==> src/rtl/axon_spike_scheduler.sv <==
// Axon spike scheduler: latches a spike vector, walks it from axon 0 to
// NUM_AXONS-1 and, for every spiking axon, fetches that axon's connection
// word from the synapse SRAM over Wishbone and hands it to the integrators.
//
// Wishbone handshake: a request is open while m_cyc_o & m_stb_o are high.
// A transfer completes on the rising edge where m_ack_i is sampled high,
// and conn_i is captured on that same edge. cyc/stb then drop, and no new
// request opens until m_ack_i has been seen low, because this slave keeps
// ack asserted for a while after the strobe falls.
module axon_spike_scheduler #(
  parameter logic [31:0] BASE_ADDR = 32'h3000_0000,
  parameter int          NUM_AXONS = 256,
  parameter int          AXON_W    = 8,
  parameter int          TIMEOUT   = 15
) (
  input  logic                 wb_clk_i,
  input  logic                 wb_rst_i,
  input  logic                 start_i,
  input  logic [NUM_AXONS-1:0] spikes_i,
  output logic                 m_cyc_o,
  output logic                 m_stb_o,
  output logic                 m_we_o,
  output logic [3:0]           m_sel_o,
  output logic [31:0]          m_adr_o,
  input  logic                 m_ack_i,
  input  logic [31:0]          conn_i,
  output logic                 conn_valid_o,
  output logic [31:0]          conn_o,
  output logic [AXON_W-1:0]    axon_idx_o,
  output logic                 busy_o,
  output logic                 done_o,
  output logic                 err_o
);

  localparam int TMO_W = $clog2(TIMEOUT + 1);
  localparam logic [AXON_W-1:0] LAST_AXON = AXON_W'(NUM_AXONS - 1);
  localparam logic [TMO_W-1:0]  TMO_LAST  = TMO_W'(TIMEOUT - 1);

  typedef enum logic [2:0] {
    S_IDLE    = 3'd0,
    S_SCAN    = 3'd1,
    S_REQ     = 3'd2,
    S_RELEASE = 3'd3,
    S_DONE    = 3'd4
  } state_t;

  state_t                state_q, state_d;
  logic [NUM_AXONS-1:0]  pending_q, pending_d;
  logic [AXON_W-1:0]     ptr_q, ptr_d;
  logic [TMO_W-1:0]      tmo_q, tmo_d;
  logic                  cyc_q, cyc_d;
  logic [31:0]           adr_q, adr_d;
  logic [31:0]           conn_q, conn_d;
  logic [AXON_W-1:0]     idx_q, idx_d;
  logic                  conn_valid_q, conn_valid_d;
  logic                  busy_q, busy_d;
  logic                  done_q, done_d;
  logic                  err_q, err_d;

  // Next-state and next-output computation for the scan/fetch sequencer.
  always_comb begin
    state_d      = state_q;
    pending_d    = pending_q;
    ptr_d        = ptr_q;
    tmo_d        = tmo_q;
    cyc_d        = cyc_q;
    adr_d        = adr_q;
    conn_d       = conn_q;
    idx_d        = idx_q;
    conn_valid_d = 1'b0;
    busy_d       = busy_q;
    done_d       = 1'b0;
    err_d        = err_q;

    case (state_q)
      S_IDLE: begin
        if (start_i) begin
          pending_d = spikes_i;
          ptr_d     = '0;
          err_d     = 1'b0;
          busy_d    = 1'b1;
          state_d   = S_SCAN;
        end
      end
      S_SCAN: begin
        if (pending_q[ptr_q]) begin
          cyc_d   = 1'b1;
          adr_d   = BASE_ADDR + {{(30-AXON_W){1'b0}}, ptr_q, 2'b00};
          tmo_d   = '0;
          state_d = S_REQ;
        end else if (ptr_q == LAST_AXON) begin
          done_d  = 1'b1;
          state_d = S_DONE;
        end else begin
          ptr_d = ptr_q + 1'b1;
        end
      end
      S_REQ: begin
        if (m_ack_i) begin
          conn_d       = conn_i;
          idx_d        = ptr_q;
          conn_valid_d = 1'b1;
          cyc_d        = 1'b0;
          state_d      = S_RELEASE;
        end else if (tmo_q == TMO_LAST) begin
          // Slave is unresponsive: give up on this axon and flag it.
          cyc_d   = 1'b0;
          err_d   = 1'b1;
          state_d = S_RELEASE;
        end else begin
          tmo_d = tmo_q + 1'b1;
        end
      end
      S_RELEASE: begin
        if (!m_ack_i) begin
          if (ptr_q == LAST_AXON) begin
            done_d  = 1'b1;
            state_d = S_DONE;
          end else begin
            ptr_d   = ptr_q + 1'b1;
            state_d = S_SCAN;
          end
        end
      end
      S_DONE: begin
        busy_d  = 1'b0;
        state_d = S_IDLE;
      end
      default: state_d = S_IDLE;
    endcase
  end

  // State and registered outputs; reset drops the bus request at once.
  always_ff @(posedge wb_clk_i or posedge wb_rst_i) begin
    if (wb_rst_i) begin
      state_q      <= S_IDLE;
      pending_q    <= '0;
      ptr_q        <= '0;
      tmo_q        <= '0;
      cyc_q        <= 1'b0;
      adr_q        <= '0;
      conn_q       <= '0;
      idx_q        <= '0;
      conn_valid_q <= 1'b0;
      busy_q       <= 1'b0;
      done_q       <= 1'b0;
      err_q        <= 1'b0;
    end else begin
      state_q      <= state_d;
      pending_q    <= pending_d;
      ptr_q        <= ptr_d;
      tmo_q        <= tmo_d;
      cyc_q        <= cyc_d;
      adr_q        <= adr_d;
      conn_q       <= conn_d;
      idx_q        <= idx_d;
      conn_valid_q <= conn_valid_d;
      busy_q       <= busy_d;
      done_q       <= done_d;
      err_q        <= err_d;
    end
  end

  assign m_cyc_o      = cyc_q;
  assign m_stb_o      = cyc_q;
  assign m_we_o       = 1'b0;
  assign m_sel_o      = 4'hF;
  assign m_adr_o      = adr_q;
  assign conn_valid_o = conn_valid_q;
  assign conn_o       = conn_q;
  assign axon_idx_o   = idx_q;
  assign busy_o       = busy_q;
  assign done_o       = done_q;
  assign err_o        = err_q;

endmodule

==> config.mk <==
export PLATFORM = sky130hd
export DESIGN_NAME = axon_spike_scheduler
export DESIGN_NICKNAME = d
export VERILOG_FILES = /design/src/rtl/axon_spike_scheduler.sv
export SDC_FILE = /design/constraint.sdc
export NUM_CORES = 1
export LEC_CHECK = 0
export BUFFER_PORTS_ARGS = -buffer_cell sky130_fd_sc_hd__buf_4
export CAP_MARGIN = 5
export CORE_MARGIN = 2
export CORE_UTILIZATION = 48
export CTS_CLUSTER_DIAMETER = 30
export DETAILED_ROUTE_END_ITERATION = 8
export GPL_TIMING_DRIVEN = 0
export PLACE_DENSITY = 0.85
export SYNTH_ARGS = -nofsm -noshare
export SYNTH_HDL_FRONTEND = slang
export SYNTH_SLANG_ARGS = --single-unit
==> constraint.sdc <==
create_clock -name wb_clk_i -period 9.15 [get_ports wb_clk_i]
set_input_delay 0.4575 -clock wb_clk_i [delete_from_list [all_inputs] [get_ports wb_clk_i]]
set_output_delay 0.4575 -clock wb_clk_i [all_outputs]
set_load 0.005 [all_outputs]
==> results of run 1 <==
## cell type report
class | count | area, sq um
plain buffers | 95 | 546
fillers | 2079 | 9820
flip-flops and latches | 325 | 8130
clock buffers | 89 | 1980
repair buffers | 357 | 2800
clock inverters | 40 | 473
inverters | 10 | 41.3
diodes | 1 | 2.50
well taps | 396 | 495
multi-input cells | 610 | 6220
## critical path: stages (launching register included)
cell and delay, ns:
dfrtp_1 0.40, buf_2 0.24, nor2b_1 0.90, a22oi_1 0.28, a2111oi_0 0.51, a31oi_1 0.09
o21ai_0 0.47, a31oi_4 0.08, nor3_2 0.50, o41ai_1 0.20
## per-stage QoR
stage	util, %	hold WS (ns)	std cells
floorplan	-	0.470	1040
CTS	67.8	0.107	1922
detailed placement	59.7	0.481	1792
finish	67.8	0.123	1923
global placement	59.1	0.470	1783
global route	67.8	0.115	1923
## report_power, final
| part | leakage, nW | internal [mW] | switching, mW | total [mW] |
|---|---|---|---|---|
| Combinational | 4.18 | 1.48 | 1.17 | 2.65 |
| Clock | 1.20 | 1.72 | 0.850 | 2.57 |
| Sequential | 3.89 | 2.14 | 0.376 | 2.51 |
## kinds of logic after synthesis
logic type                 Yosys count  share of synthesized area, %
DFF                                325                          54.8
and+or+nand+nor                    115                          3.79
adders and majority gates            3                         0.253
buffers and inverters              105                          3.93
other                                2                        0.0506
muxes                              382                          33.1
AOI/OAI and AO/OA                   83                          4.12
## worst paths after layout
path | start | end | slack, ns | cells past startpoint
setup / recovery | ptr_q[2] | ptr_q[6] | 5.29 | 9
min in group asynchronous | wb_rst_i | axon_idx_o[5] | 0.52 | 4
hold reg to reg | pending_q[102] | pending_q[102] | 0.50 | 1
hold / removal | spikes_i[204] | pending_q[204] | 0.12 | 2
max in group asynchronous | wb_rst_i | pending_q[130] | 7.81 | 6
setup reg to reg | ptr_q[2] | ptr_q[6] | 5.29 | 9
## state kept, by name, indices dropped and copies added, names as in the netlist
register,flops
tmo_q,4
m_adr_o,9
conn_o,32
conn_valid_o,1
pending_q,256
done_o,1
busy_o,1
ptr_q,8
axon_idx_o,8
err_o,1
m_cyc_o,1
state_q,3
## layer usage
metal | wire [um] | part of all wire, %
met5 | 46 | 0.10
met4 | 1370 | 3.1
met3 | 3470 | 7.8
met2 | 22600 | 51
met1 | 16700 | 38
## cells in the final DEF (no fill, tap or decap), types with 6 or more instances in the layout
master,n
clkinv_2,10
clkinv_4,6
clkbuf_1,51
bufinv_16,6
nor3_1,7
conb_1,27
a22oi_1,10
buf_6,7
buf_4,381
o22ai_1,7
buf_2,7
clkbuf_8,9
inv_6,10
nand3_1,17
nor2_1,22
nand2_1,38
a21oi_1,10
o21ai_0,11
dfrtp_1,325
a31oi_1,7
clkbuf_16,73
mux2i_1,23
mux2_2,299
mux4_2,55
inv_1,7
buf_12,9
==> metrics, run 1 <==
Die X=180 um; sequential fraction of the synthesis area=54.8%; CTS root buffer=clkbuf_16; PortBufs=347; antenna viol nets, final=0; layout cells sized above 1=58.7%; Via density=5.57; Final Hold Fails=0; Vias=10700; syn_area_per_cell=14.6 sq um; cell area after layout=0.0207 sq mm; WL/cell=23.0 um; first-pass GRT wire length=67800 um; Most Crowded Layer GR=met2; gr ovfl total=0; synthesis-to-finish area growth=39.3%; dpl ws=5.48 ns; clk_lat worst skew=0.56 ns; final cycle utilization of the critical path=42.2%; final net count=1765; DRT Wirelength=44200 um; Arr. time, crit path=4.23 ns; vias in the first global route=11600; status=finished, final reports clean; Initial Util=48.7%; Hold Path Class=in2reg; met1 Resource Use GR=32.7%; MaxCap Viol Count=0; Worst Clk Skew=0.0279 ns; row count=64; crit-path max FO=10; Post-CTS Setup Inserts=0; crit path kind=reg2reg; synth unique cells=56; flops & latches, synth=325; deepest clock path buffer count=3; routing usage on met2=47.5%; CP required=9.52 ns; H-tree depth=3; CTS buffer count=71; chip height=180 um; Total GRT Usage=27.4%; RSZ-0062 raised after global routing=false; Post-CTS Hold Fix Bufs=1; clock-pin slew on the worst setup and hold paths=0.05 ns; CTS tree=done; M3 GR Usage=7.78%; Ports=375; placed cell areas=0.0182 sq mm; setup slack after layout=5.29 ns; Max Fclk=259 MHz; largest net degree at the start of global routing=45; leakage power=9.28 nW; DP HPWL=32000 um; cell area after synthesis=0.0148 sq mm; Async SR Flop Fraction=100%; setup_tns=0 ns; actual slew at the worst max-slew pin=1.12 ns; initial antenna violation count=4; min cycle time layout=3.86 ns; die area=0.0324 sq mm; first-pass iteration count of the detailed router=5; Synth top area share=54.8%; count leader, synth=dfrtp_1; Max-Slew Margin vs Limit=25.3%; setup violators final=0; core area=0.0305 sq mm; Setup crit start kind=flip-flop; most frequent cells after synthesis=dfrtp_1, mux2_2, mux4_2, clkbuf_1, nand2_1; PwrDens=374 mW/mm^2; Remaining DRCs=0; DRC marker count from the first detailed-route iteration=636; VDD IR max=0.205 mV; Yosys top cell by area=dfrtp_1; Power Total=7.73 mW; ys flop type=dfrtp_1; CP endpoint kind=flip-flop; Syn Inst Count=1015; Num Clock Sinks=325; number of synthesized flops with an enable pin=0; CTS resizes=0; synth top area cells=dfrtp_1, mux2_2, mux4_2; Yosys Warn Count=0; Final Max Tran Viols=0; RePlAce Congestion=0.872
Power figures use the tool's default switching activity.
==> run 2, diff against run 1 <==
==> constraint.sdc (replaced) <==
create_clock -name wb_clk_i -period 3.3 [get_ports wb_clk_i]
set_input_delay 0.165 -clock wb_clk_i [delete_from_list [all_inputs] [get_ports wb_clk_i]]
set_output_delay 0.165 -clock wb_clk_i [all_outputs]
set_load 0.005 [all_outputs]
==> run 2 against run 1 <==
  * Fmax grew 19%
  * Combinational power grew to 3.2 times the previous value
  * Clock power grew to 2.8 times the previous value
  * Global-route usage increased by 7.3 points
  * First-iteration DRC count grew 26%
  * Non-clock buffer count up 303
  * Via count rose by 18%
  * Sequential share of layout area decreased by 5.4 points
  * Critical path type unchanged
  * Largest cell class unchanged
==> metrics, run 2 (synthesis gave the netlist of run 1 again) <==
status=finished, final reports clean; largest net degree at the start of global routing=45 (unchanged); RePlAce Congestion=0.872 (unchanged); crit-path max FO=6 (-4); Pint=15.4 mW (+190%); chip height=180 um (unchanged); placed cell areas=0.0182 sq mm (unchanged); Max Fclk=309 MHz (+19%); Initial Util=48.7% (unchanged); final cycle utilization of the critical path=98.2% (+56 points); row count=64 (unchanged); slowest cell on the critical path=mux4_2; max reg flops=256 (unchanged); CP cell instances=buf_12 -> buf_16 -> mux4_2 -> a22oi_2 -> a21oi_2 -> a31o_1 -> a221o_1 -> a31oi_4 -> nand2b_4 -> buf_4 -> mux2_2; commonest cells after routing, fill and taps aside=buf_4, dfrtp_1, mux2_2; actual slew at the worst max-slew pin=0.850 ns (-0.268 ns); leakage power=10.6 nW (+15%); CTS root buffer=clkbuf_16; dpl ws=-0.369 ns (-5.85 ns); Hold Path Class=in2async; gr ovfl total=0 (unchanged); DRT Wirelength=56700 um (+28%); Final Max Tran Viols=0 (unchanged); Num Clock Sinks=325 (unchanged); antenna viol nets, final=0 (unchanged); Remaining DRCs=0 (unchanged); setup violators final=0 (unchanged); fin util=78.7% (+11 points); commonest non-fill, non-tap cell in the layout=buf_4; vias in the first global route=14300 (+23%); deepest clock path buffer count=3 (unchanged); die area=0.0324 sq mm (unchanged); WL/cell=25.3 um (+10%); H-tree depth=3 (unchanged); Setup crit start kind=flip-flop; MaxCap Viol Count=0 (unchanged); switch share=32.9% (+2.0 points); Critical R2R Launch=ptr_q[0]; min cycle time layout=3.24 ns (-0.620 ns); sequential share of power=31.4% (-1.1 points); crit path kind=reg2reg; PortBufs=347 (unchanged); CTS buffer count=71 (unchanged); core area=0.0305 sq mm (unchanged); Largest Register=pending_q; Arr. time, crit path=3.68 ns (-0.55 ns); synthesis-to-finish area growth=61.7%; VDD IR max=0.559 mV (+170%); cell area after layout=0.0240 sq mm (+16%); initial antenna violation count=14 (+10); Die X=180 um (unchanged); setup slack after layout=0.0610 ns (-5.23 ns); worst reg2reg path endpoint=m_adr_o[7]; CP endpoint kind=flip-flop; Comb power frac=37.0% (+2.7 points); DP HPWL=32000 um (unchanged); PwrDens=957 mW/mm^2 (+160%); Worst Clk Skew=0.0373 ns (+0.00942 ns); Total GRT Usage=34.7% (+7.3 points); first-pass iteration count of the detailed router=5 (unchanged); DRC marker count from the first detailed-route iteration=804 (+26%); length in cells of the worst reg-to-reg path=11 (+2); register-to-register setup slack=0.06 ns (-5.23 ns); CP required=3.74 ns (-5.78 ns); clk_lat worst skew=0.58 ns (+0.02 ns); Final Hold Fails=0 (unchanged); switching pwr=7.55 mW (+220%); layout cells sized above 1=51.0% (-7.7 points); cell family with most CP delay=compound AO/OA/AOI/OAI gates; Power Total=23.0 mW (+200%); Fin Hold WS=0.214 ns (+0.0906 ns); buffers plus inverters on the worst setup path=3 (+2); Ports=375 (unchanged); Max-Slew Margin vs Limit=43.3% (+18 points); final net count=2068 (+17%); fillers=1571 (-24%); Vias=12600 (+18%); clock-pin slew on the worst setup and hold paths=0.05 ns (about the same); clock share of power=31.6% (-1.6 points); first-pass GRT wire length=84800 um (+25%); max incr delay on CP=0.56 ns (-0.34 ns); Via density=5.64 (+1.2%); CTS tree=done
==> run 2: area by class of cell <==
| class | instances | area, sq um | share of cell area [%] |
|---|---|---|---|
| Antenna cell | 15 | 37.5 | 0.156 |
| Buffer | 94 | 691 | 2.88 |
| Clock buffer | 89 | 1980 | 8.24 |
| Clock inverter | 40 | 473 | 1.97 |
| Inverter | 10 | 41.3 | 0.172 |
| Multi-Input combinational cell | 610 | 6340 | 26.4 |
| Sequential cell | 325 | 8130 | 33.9 |
| Tap cell | 396 | 495 | 2.06 |
| Timing Repair Buffer | 661 | 5820 | 24.2 |
==> run 2: how the worst max path moves through the flow <==
stage | slack [ns] | from | endpoint | depth (start not counted)
2_1_floorplan | -1.20 | wb_rst_i | axon_idx_o[0] | 1
3_3_place_gp | -2.94 | wb_rst_i | pending_q[175] | 2
3_5_place_dp | -0.37 | ptr_q[1] | m_adr_o[3] | 11
4_1_cts | 0.02 | ptr_q[2] | ptr_q[6] | 10
5_1_grt | -0.003 | ptr_q[2] | tmo_q[0] | 10
6_report | 0.06 | ptr_q[0] | m_adr_o[7] | 11
==> run 2: stage by stage <==
stage	TNS (ns)	cells
6_report	0	2240
4_1_cts	0	2219
5_1_grt	-0.00291	2237
3_5_place_dp	-6.17	1792
3_3_place_gp	-950.84	1783
2_1_floorplan	-390.56	1040
==> run 2: routing by layer <==
layer	part of all wire [%]	global-route usage [%]	vias up	routed length, um
li1	-	-	5265	-
met3	6.9	9.42	247	3900
met5	0.025	0	-	14
met2	52	60.9	733	29600
met4	6.2	21.2	2	3540
met1	35	37.2	6385	19700
==> run 2: power groups by stage <==
stage	logic, mW	clock network (mW)	registers, mW
after floorplan	5.17	0	6.65
after global placement	7.04	0	6.84
after detailed placement	7.30	0	6.96
after CTS	7.88	7.22	6.97
after global routing	8.92	7.50	7.35
final	8.50	7.25	7.21
==> run 2: timing repair <==
| item | in CTS | in global routing |
|---|---|---|
| pin swaps | 2 | 5 |
| hold buffers | 291 | 0 |
| gates resized for setup | 25 | 36 |
| endpoints found under the hold margin | 456 | 0 |
| cloned | 0 | 1 |
| endpoints found under the setup margin | 25 | 22 |
| setup buffers | 8 | 5 |
==> run 2: worst reg2reg max path: cells and delay by family (launching register included) <==
kind,cells,cell delay (ns)
compound gates,5,1.21
mux,2,0.88
buf+inv,3,0.46
flops,1,0.38
simple gates,1,0.19
